==> src/rtl/traffic_pkg.sv <==
// traffic_pkg: shared definitions for the intersection phase controller.
//   state_t        - phase encoding (3 bits, MG..WALK)
//   RED/YEL/GRN    - one-hot lamp codes, {red,yellow,green}
//   T_*_DEF        - default interval codes
//   lamps_of()     - {main,side} lamp pattern for a phase
package traffic_pkg;

  typedef enum logic [2:0] {
    MG   = 3'd0,
    MGX  = 3'd1,
    MY   = 3'd2,
    SG   = 3'd3,
    SGX  = 3'd4,
    SY   = 3'd5,
    WALK = 3'd6
  } state_t;

  localparam logic [2:0] RED = 3'b100;
  localparam logic [2:0] YEL = 3'b010;
  localparam logic [2:0] GRN = 3'b001;

  localparam logic [3:0] T_BASE_DEF = 4'd6;
  localparam logic [3:0] T_EXT_DEF  = 4'd3;
  localparam logic [3:0] T_YEL_DEF  = 4'd2;
  localparam logic [3:0] T_WALK_DEF = 4'd5;

  // Returns {main_lights, side_lights}; anything unknown shows all-red.
  function automatic logic [5:0] lamps_of(input state_t s);
    logic [5:0] l;
    l = {RED, RED};
    case (s)
      MG, MGX: l = {GRN, RED};
      MY:      l = {YEL, RED};
      SG, SGX: l = {RED, GRN};
      SY:      l = {RED, YEL};
      default: l = {RED, RED};
    endcase
    return l;
  endfunction

endpackage

==> src/rtl/traffic_fsm_walk_latch.sv <==
// walk_latch: remembers a pedestrian request until the WALK phase is entered.
//   clk1    - system clock
//   reset_n - asynchronous active-low reset
//   set     - request pulse (walk_req)
//   clr     - WALK entry this edge; wins over set, since a request seen in
//             the entry cycle is served by that same WALK phase
//   pend    - request pending
module walk_latch (
  input  logic clk1,
  input  logic reset_n,
  input  logic set,
  input  logic clr,
  output logic pend
);

  always_ff @(posedge clk1 or negedge reset_n) begin
    if (!reset_n) begin
      pend <= 1'b0;
    end else if (clr) begin
      pend <= 1'b0;
    end else if (set) begin
      pend <= 1'b1;
    end
  end

endmodule

==> src/rtl/traffic_fsm.sv <==
// traffic_fsm: main-road / side-road phase controller. Starts the external
// interval timer on every phase entry and advances on a qualified expiry.
// Optional pedestrian phase is built when TRAFFIC_WALK_EN is defined.
//   clk1        - system clock, rising edge
//   reset_n     - asynchronous active-low reset
//   sensor      - side-road vehicle present (sampled on expiry only)
//   walk_req    - pedestrian request pulse
//   expired     - timer done level
//   start_timer - one-cycle timer load pulse
//   value       - interval code, held until the next phase entry
//   main_lights - {red,yellow,green} main road
//   side_lights - {red,yellow,green} side road
//   walk_lamp   - pedestrian lamp
module traffic_fsm
  import traffic_pkg::*;
#(
  parameter logic [3:0] T_BASE = T_BASE_DEF,
  parameter logic [3:0] T_EXT  = T_EXT_DEF,
  parameter logic [3:0] T_YEL  = T_YEL_DEF,
  parameter logic [3:0] T_WALK = T_WALK_DEF
) (
  input  logic       clk1,
  input  logic       reset_n,
  input  logic       sensor,
  input  logic       walk_req,
  input  logic       expired,
  output logic       start_timer,
  output logic [3:0] value,
  output logic [2:0] main_lights,
  output logic [2:0] side_lights,
  output logic       walk_lamp
);

  state_t     state, state_n;
  logic       start_n;
  logic [3:0] value_n;
  logic       arm;
  logic       start_d;
  logic       qual;
  logic       pend_eff;

  function automatic logic [3:0] code_of(input state_t s);
    logic [3:0] c;
    c = T_BASE;
    case (s)
      MG, SG:  c = T_BASE;
      MGX, SGX: c = T_EXT;
      MY, SY:  c = T_YEL;
      WALK:    c = T_WALK;
      default: c = T_BASE;
    endcase
    return c;
  endfunction

  // Blank the start cycle and the one after it so a stale expired level
  // from the previous interval cannot advance the phase.
  assign qual = expired && !arm && !start_timer && !start_d;

`ifdef TRAFFIC_WALK_EN
  logic walk_pend;
  logic enter_walk;

  assign enter_walk = qual && (state_n == WALK);
  // A request in the same cycle as the MY expiry still counts.
  assign pend_eff   = walk_pend | walk_req;

  walk_latch u_walk_latch (
    .clk1    (clk1),
    .reset_n (reset_n),
    .set     (walk_req),
    .clr     (enter_walk),
    .pend    (walk_pend)
  );

  always_ff @(posedge clk1 or negedge reset_n) begin
    if (!reset_n) begin
      walk_lamp <= 1'b0;
    end else begin
      walk_lamp <= (state_n == WALK);
    end
  end
`else
  logic unused_walk_req;
  assign unused_walk_req = walk_req;
  assign pend_eff        = 1'b0;
  assign walk_lamp       = 1'b0;
`endif

  always_comb begin
    state_n = state;
    start_n = 1'b0;
    value_n = value;
    if (arm) begin
      // First edge after reset launches the MG interval.
      state_n = MG;
      start_n = 1'b1;
      value_n = T_BASE;
    end else if (qual) begin
      case (state)
        MG, MGX: state_n = sensor ? MY : MGX;
        MY:      state_n = pend_eff ? WALK : SG;
        WALK:    state_n = SG;
        SG:      state_n = sensor ? SGX : SY;
        SGX:     state_n = SY;
        SY:      state_n = MG;
        default: state_n = MG;
      endcase
      start_n = 1'b1;
      value_n = code_of(state_n);
    end
  end

  always_ff @(posedge clk1 or negedge reset_n) begin
    if (!reset_n) begin
      state       <= MG;
      start_timer <= 1'b0;
      value       <= T_BASE;
      main_lights <= GRN;
      side_lights <= RED;
      arm         <= 1'b1;
      start_d     <= 1'b0;
    end else begin
      state                      <= state_n;
      start_timer                <= start_n;
      value                      <= value_n;
      {main_lights, side_lights} <= lamps_of(state_n);
      arm                        <= 1'b0;
      start_d                    <= start_timer;
    end
  end

endmodule

==> config.mk <==
export PLATFORM = sky130hd
export DESIGN_NAME = traffic_fsm
export DESIGN_NICKNAME = d
export VERILOG_FILES = /design/src/rtl/traffic_pkg.sv /design/src/rtl/traffic_fsm_walk_latch.sv /design/src/rtl/traffic_fsm.sv
export SDC_FILE = /design/constraint.sdc
export NUM_CORES = 1
export LEC_CHECK = 0
export ABC_AREA = 0
export ABC_CLOCK_PERIOD_IN_PS = 1700
export BUFFER_PORTS_ARGS = -buffer_cell sky130_fd_sc_hd__buf_4
export CORE_UTILIZATION = 50
export DETAILED_ROUTE_END_ITERATION = 10
export GPL_TIMING_DRIVEN = 0
export HOLD_SLACK_MARGIN = 0.03
export PLACE_DENSITY = 0.85
export SETUP_SLACK_MARGIN = 0.15
export SYNTH_ARGS = -nofsm -noshare
export SYNTH_HDL_FRONTEND = slang
export SYNTH_HIERARCHICAL = 1
export SYNTH_SLANG_ARGS = --single-unit
export TNS_END_PERCENT = 10
==> constraint.sdc <==
create_clock -name clk1 -period 1.7 [get_ports clk1]
set_input_delay 0.34 -clock clk1 [delete_from_list [all_inputs] [get_ports clk1]]
set_output_delay 0.34 -clock clk1 [all_outputs]
set_load 0.01 [all_outputs]
[Word-level counts from Yosys, hierarchy flattened]
Cells that the tools add are included.
Word-level totals
  register bits after elaboration: 16
  latch bits: 0
  memory bits (writable): 0
  memory bits (read-only): 0
  input port bits: 5
  output and inout port bits: 12
  word-level logic and storage cells: 50
  memories: 0
Cells by class
  add/subtract/negate cells: 0
  multipliers: 0
  div/mod/pow operators: 0
  magnitude comparators: 0
  eq/ne operators: 15
  shifts and indexed selects: 0
  mux-type cells: 13
  bitwise gates (word level): 0
  reduce and logical (&&, ||, !) cells: 15
Operators with widths (count)
  $pmux W6 S4: 1
  $eq A3 B3 Y1 const B: 7
  $eq A3 B2 Y1 const B: 5
  $mux W3: 4
  $pmux W3 S4: 1
  $reduce_or A2 Y1: 6
  $eq A3 B1 Y1 const B: 3
  $pmux W3 S3: 1
  $mux W4: 2
  $logic_not A3 Y1: 2
  $logic_and A1 B1 Y1: 3
  $logic_not A1 Y1: 3
  $mux W1: 3
  $mux W2: 1
  $reduce_bool A2 Y1: 1

[Longest topological paths before layout]
Gate-level depths: netlist of the first run.
  depth after elaboration: 11
  mapped depth: 4

[Worst setup path after synthesis of the first run]
No wires, ideal clock.
  path type: register to register
  from: reg start_timer
  to: reg side_lights[2]
  setup time: 82 ps
  arrival: 1414 ps
  data required time: 1618 ps
  slack: 204 ps
  stages on the path, launching flop included: 4
  buffers on the path: 0
  clock period less this slack: 1496 ps
  cell sequence: dfrtp_1 or3b_4 mux2_4 a211o_1
On the way
  word-level cells in the longest chain between the ends: 8
RTL lines
  start: declaration: line traffic_fsm.sv:27  | output logic start_timer,
  start signal: assignment: line traffic_fsm.sv:124  | start_timer <= start_n;
  $logic_not A1 Y1 *: line traffic_fsm.sv:57  | assign qual = expired && !arm && !start_timer && !start_d;
  $logic_and A1 B1 Y1 * (2 in series): line traffic_fsm.sv:57
  $mux W3 *: line traffic_fsm.sv:98  | end else if (qual) begin
  $mux W3 *: line traffic_fsm.sv:93  | if (arm) begin
  $eq A3 B2 Y1, or another cell as far along: line traffic_pkg.sv:31  | case (s)
  $reduce_or A2 Y1: line traffic_pkg.sv:31
  $pmux W6 S4 *: line traffic_pkg.sv:31
  end signal: assignment: line traffic_fsm.sv:126  | {main_lights, side_lights} <= lamps_of(state_n);
  end: declaration: line traffic_fsm.sv:30  | output logic [2:0] side_lights,
Mark *: on every way between the ends. The rest lies on a longest branch, timed or not.
A chain may end at the register's enable or synchronous reset.

[Worst setup path in the final report of the first run]
  from: reg state[2]
  to: reg side_lights[2]
On the way
  word-level cells in the longest chain between the ends: 10
RTL lines
  start: declaration: line traffic_fsm.sv:34  | state_t state, state_n;
  start signal: assignment: line traffic_fsm.sv:123  | state <= state_n;
  $eq A3 B3 Y1, or another cell as far along: line traffic_fsm.sv:99  | case (state)
  $reduce_or A2 Y1 (on tied branches)
  $pmux W3 S4: line traffic_fsm.sv:99
  $mux W3: line traffic_fsm.sv:98
  $mux W3: line traffic_fsm.sv:93
  $mux W3 *: line traffic_fsm.sv:98
  $mux W3 *: line traffic_fsm.sv:93
  $eq A3 B2 Y1, or another cell as far along: line traffic_pkg.sv:31
  $reduce_or A2 Y1: line traffic_pkg.sv:31
  $pmux W6 S4 *: line traffic_pkg.sv:31
Mark *: on every way between the ends. The rest lies on a longest branch, timed or not. The select of a mux whose other input is x is not followed.

==> results of run 1 <==
==> flip-flops by register name, summed over array words and instances (netlist names) <==
| name | count |
|---|---|
| main_lights | 3 |
| side_lights | 3 |
| start_timer | 1 |
| value | 3 |
| arm | 1 |
| state | 3 |
| start_d | 1 |
==> cell type report <==
| type | count | area (um2) |
|---|---|---|
| flip-flops and latches | 15 | 383 |
| well taps | 15 | 18.8 |
| inverters | 2 | 7.51 |
| clock buffers | 4 | 26.3 |
| fillers | 100 | 422 |
| plain buffers | 7 | 37.5 |
| repair buffers | 15 | 115 |
| multi-input cells | 46 | 308 |
==> report_power, final <==
part           switching [mW]  internal, mW  leakage [nW]
sequential             0.0101         0.370         0.185
clock                   0.106        0.0909        0.0150
combinational          0.0415        0.0343         0.183
total                   0.158         0.495         0.383
==> placed cells by master, fill, tap and decap left out, types with 2 or more instances in the layout <==
| cell | count |
|---|---|
| dfstp_2 | 5 |
| dfrtp_1 | 9 |
| nand2_1 | 6 |
| inv_1 | 2 |
| nor2b_1 | 2 |
| conb_1 | 3 |
| clkbuf_4 | 4 |
| a211oi_1 | 2 |
| clkbuf_1 | 5 |
| a21oi_1 | 3 |
| buf_4 | 16 |
| o21ai_0 | 2 |
| nor2_1 | 5 |
==> kinds of logic after synthesis <==
group | synth area share, %
and+or+nand+nor | 19.2
AOI/OAI and AO/OA | 17.4
DFF | 53.6
buffers and inverters | 5.80
muxes | 3.51
other | 0.527
==> through the flow <==
step	instances	hold slack, ns	setup WS (ns)	total power, mW
6_report	104	0.383	0.218	0.653
5_1_grt	104	0.411	0.144	0.682
4_1_cts	103	0.373	0.133	0.655
3_5_place_dp	98	0.202	0.0830	0.454
3_3_place_gp	98	0.199	0.103	0.452
2_1_floorplan	70	0.0444	0.204	0.423
==> cell usage after synthesis, drive strengths merged <==
library cell | count | share of area (%)
a31o | 1 | 1.2
a221o | 1 | 1.4
a21oi | 3 | 2.1
buf | 2 | 2.1
nor4bb | 1 | 1.4
clkbuf | 5 | 2.6
mux2i | 1 | 1.4
dfstp | 5 | 18
dfrtp | 10 | 35
nor3b | 1 | 1.1
and3 | 1 | 0.88
o21ai | 3 | 2.1
or3b | 1 | 1.6
a31oi | 1 | 0.88
nand3 | 1 | 0.70
a211oi | 2 | 2.1
nand2b | 1 | 0.88
nand2 | 6 | 3.2
a211o | 1 | 1.2
a311oi | 1 | 1.2
o221a | 1 | 1.6
or4 | 1 | 1.1
o2111ai | 1 | 1.2
nor2 | 5 | 2.6
nor4b | 2 | 2.5
conb | 1 | 0.53
mux2 | 1 | 2.1
o311ai | 1 | 1.2
inv | 2 | 1.1
nor3 | 1 | 0.70
o21bai | 1 | 1.1
or3 | 1 | 0.88
nor2b | 2 | 1.8
==> repair_timing <==
action | CTS | global route
gates cloned | 0 | 0
endpoints found under the setup margin | 4 | 8
resized for setup | 1 | 7
hold buffers | 1 | 0
hold endpoints to repair | 10 | 0
pin swaps | 0 | 2
setup buffers | 0 | 1
==> path summary, 6_finish.rpt <==
kind | startpoint | to | slack (ns) | depth (start not counted)
setup reg to reg | state[2] | side_lights[2] | 0.22 | 4
hold reg to reg | value[0] | value[0] | 0.54 | 2
setup / recovery | state[2] | side_lights[2] | 0.22 | 4
max in group asynchronous | reset_n | value[1] | 1.01 | 2
min in group asynchronous | reset_n | start_d | 0.44 | 2
hold / removal | sensor | side_lights[1] | 0.38 | 2
==> worst max-delay path, stage by stage, from the launching register on <==
cell and delay (ns):
dfrtp_1 0.38, clkbuf_1 0.37, nor2_1 0.15, a31o_2 0.25
a211o_1 0.27
==> routing by layer <==
metal	track usage [%]	part of all wire [%]	routed length, um	up-vias
met4	7.76	1.1	16	0
met5	0	0	0	-
met3	3.41	5.0	73	4
met2	33.2	49	703	21
met1	32.0	45	654	293
li1	-	-	-	286
==> out/results.ini, run 1 <==
[status]
status=finished, final reports clean

[detailed_routing]
vias_per_cell=5.81
final_antenna_net_count=0
wire_per_inst_um=13.9
first_pass_iters=4
drc=0
vias=604
wirelength_mm=1.45
drtIter0Drc=14

[layout]
fin_util_pct=68.0
design_area_um2=896
syn_to_final_growth_pct=25.8
layout-drive-gt1-share_pct=36.0
final_nets=95
antenna_cells=0

[clocking]
clk_pin_slew_ns=0.09
cts_buffers=3
htreeDepth=1
clockBufferDepth=2
cts_sinks=15
cts_tree=done
clk_latency_ns=0.28
root_buffer=clkbuf_4

[timing]
rsz0062_at_grt=true
final-hold-violation-count=0
finalSetupViolations=0
fin_skew_ns=0.00455
timing.fmax_mhz=675
finalCritPeriodShare_pct=87.2
tns_ns=0
period_needed_ns=1.48
maxSlewViolCount=0

[global_route]
grt_pass1_wl_mm=2.31
grt_overflow_total=0
grt_usage_pct=22.2
grt_pass1_vias=521
antenna_found_initial=0
grt_start_max_net_pins=16

[yosys]
seq_area_frac_synth_pct=53.6
synth.avg_cell_area_um2=10.5
synth_area_um2=712
syn_inst=68
synth-seq-cells=15
ys_types=33
ys_warn_count=6

[setup_path]
critPathMaxFanout=10
required_ns=1.91
worstPathArrival_ns=1.69
cp-end-kind=flip-flop
cp-start-kind=flip-flop
crit_type=flip-flop to flip-flop

[die]
rows=13
die_width_um=39.7
io_pins=17
die-area_um2=1580
coreArea_um2=1320
start_util_pct=54.0
die_y_um=39.7

[placed_design]
dp_hpwl_um=920
gp_congestion=0.865
place_area_um2=836
portBuffers=13

[pwr]
p_leak_nw=0.383
p_per_area_nw_per_um2=729
ir_worst_vdd_v=0.000367

[min_path]
hp-class=primary input to flip-flop

[run]
cap_violations=0

Note: power is estimated with default switching activity, not from simulation.
==> run 2: changes to the inputs <==
--- a/config.mk
+++ b/config.mk
@@ -6,7 +6,7 @@
 export NUM_CORES = 1
 export LEC_CHECK = 0
 export ABC_AREA = 0
-export ABC_CLOCK_PERIOD_IN_PS = 1700
+export ABC_CLOCK_PERIOD_IN_PS = 1500
 export BUFFER_PORTS_ARGS = -buffer_cell sky130_fd_sc_hd__buf_4
 export CORE_UTILIZATION = 50
 export DETAILED_ROUTE_END_ITERATION = 10
@@ -14,8 +14,8 @@
 export HOLD_SLACK_MARGIN = 0.03
 export PLACE_DENSITY = 0.85
 export SETUP_SLACK_MARGIN = 0.15
+export SLEW_MARGIN = 20
 export SYNTH_ARGS = -nofsm -noshare
 export SYNTH_HDL_FRONTEND = slang
-export SYNTH_HIERARCHICAL = 1
 export SYNTH_SLANG_ARGS = --single-unit
 export TNS_END_PERCENT = 10
==> constraint.sdc (replaced) <==
create_clock -name clk1 -period 1.5 [get_ports clk1]
set_input_delay 0.3 -clock clk1 [delete_from_list [all_inputs] [get_ports clk1]]
set_output_delay 0.3 -clock clk1 [all_outputs]
set_load 0.01 [all_outputs]
==> run 2 against run 1 <==
  * Maximum frequency is 0.34% lower
  * Final cell count stayed put
  * Clock skew is 0.0041 ns higher
  * Register-to-register slack worse by 0.21 ns
  * Combinational power is 19% higher
  * First-iteration DRC count is 140% higher
==> out/results.ini, run 2 <==
[status]
status=finished, final reports clean

[run]
cap_violations=0

[timing]
period_needed_ns=1.49
rsz0062_at_grt=true
timing.fmax_mhz=672
tns_ns=0
maxSlewViolCount=0
final-hold-violation-count=0
slew_headroom_pct=64.8
fin_ws_ns=0.0125
fin_skew_ns=0.00863
finalSetupViolations=0
worst_slew_pin_slew_ns=0.525
finalCritPeriodShare_pct=99.2

[global_route]
grt_pass1_vias=507
grt_usage_pct=23.3
grt_pass1_wl_mm=2.34
grt_start_max_net_pins=16
antenna_found_initial=0
grt_overflow_total=0

[setup_path]
required_ns=1.72
r2r_setup_slack_ns=0.01
crit_chain=or3b_4 -> mux2_4 -> a211o_1
worstPathArrival_ns=1.71
crit_path_max_incr_delay_ns=0.44
slowest_stage=or3b_4
cp-start-kind=flip-flop
critPathMaxFanout=3
crit_type=flip-flop to flip-flop
cp-end-kind=flip-flop

[clocking]
htreeDepth=1
clk_latency_ns=0.29
clk_pin_slew_ns=0.10
root_buffer=clkbuf_4
clockBufferDepth=2
cts_tree=done
cts_buffers=3
cts_sinks=15

[detailed_routing]
vias_per_cell=5.74
first_pass_iters=4
wire_per_inst_um=14.7
drc=0
drtIter0Drc=34
vias=597
wirelength_mm=1.53
final_antenna_net_count=0

[yosys]
syn_inst=68
synth.avg_cell_area_um2=10.5
synth_area_um2=712
ys.flop_type=dfrtp_1
yosysMostFrequentCell=dfrtp_1
synth_top_area_share_pct=35.1
ys_types=33
synth_edf_count=0
yosys-top-cells-count=10 x dfrtp_1, 6 x nand2_1, 5 x clkbuf_1, 5 x dfstp_2, 5 x nor2_1
synth-seq-cells=15
ys_warn_count=0
seq_area_frac_synth_pct=53.6
synth_top_area_cell=dfrtp_1
async_flop_share_pct=100
synth.area.top_cells=dfrtp_1 35%, dfstp_2 18%, nand2_1 3.2%, clkbuf_1 2.6%, nor2_1 2.6%

[die]
die-area_um2=1580
die_width_um=39.7
rows=13
die_y_um=39.7
start_util_pct=54.0
coreArea_um2=1320
io_pins=17

[placed_design]
dp_slack_ns=-0.129
gp_congestion=0.839
placedCellCount=98
portBuffers=13
dp_hpwl_um=894

[layout]
syn_to_final_growth_pct=28.6
antenna_cells=0
fin_util_pct=69.5
final_common_cell=buf_4
final_nets=95
layout_common_cells=16 x buf_4, 9 x dfrtp_1, 6 x nand2_1, 5 x nor2_1, 5 x dfstp_2
stdcell_count=104
layout-drive-gt1-share_pct=41.6
n_fill_cell=99

[pwr]
ir_worst_vdd_v=0.000599
p_per_area_nw_per_um2=830
p_leak_nw=0.396

[min_path]
hp-class=primary input to flip-flop

run 2: cell counts after synthesis:
Identical to the previous run, type by type.
run 2: power breakdown:
group          internal [mW]  switching, mW
sequential             0.419         0.0111
clock                  0.103          0.136
combinational         0.0406         0.0494
total                  0.563          0.196
run 2: final timing paths:
path / startpoint / endpoint / cells after the start
min in group asynchronous: reset_n / state[0] / 2
worst min register to register: value[2] / value[2] / 2
worst max register to register: start_d / side_lights[2] / 3
max in group asynchronous: reset_n / side_lights[2] / 2
worst max-delay path: start_d / side_lights[2] / 3
worst min-delay path: sensor / side_lights[1] / 2
run 2: cell families after synthesis:
group	share of synthesized area, %
muxes	3.51
DFF	53.6
and+or+nand+nor	19.2
AOI/OAI and AO/OA	17.4
buffers and inverters	5.80
other	0.527
run 2: repair_timing:
item                                    CTS  global route
hold buffers                              1             0
gates resized for setup                   4            13
setup buffers                             1             0
endpoints found under the hold margin    10             0
pin swaps                                 0             1
endpoints found under the setup margin   12            12
run 2: cell type report:
| type | instances | area (um2) | area share, % |
|---|---|---|---|
| Sequential cell | 15 | 383 | 41.8 |
| Timing Repair Buffer | 15 | 115 | 12.6 |
| Inverter | 2 | 7.51 | 0.820 |
| Tap cell | 15 | 18.8 | 2.05 |
| Multi-Input combinational cell | 46 | 320 | 35.0 |
| Clock buffer | 4 | 26.3 | 2.87 |
| Buffer | 7 | 45.0 | 4.92 |
run 2: routing by layer:
layer	up-vias	GRT usage, %	wire length [um]
met5	-	0	0
met3	4	8.52	112
li1	282	-	-
met1	273	31.1	683
met2	38	32.8	715
met4	0	11.2	16
run 2: worst max-delay path, delay by kind of cell, from the launching register on:
kind / cells / cell delay, ns
AOI/OAI and AO/OA: 1 / 0.25
muxes: 1 / 0.31
and+or+nand+nor: 1 / 0.44
DFF: 1 / 0.43
run 2: metrics by stage:
step / total power, mW / hold slack, ns / area [um2]
CTS: 0.752 / 0.327 / 895
floorplan: 0.479 / 0.00441 / 719
global placement: 0.511 / 0.159 / 836
detailed placement: 0.513 / 0.161 / 836
finish: 0.760 / 0.320 / 916
global route: 0.791 / 0.330 / 916
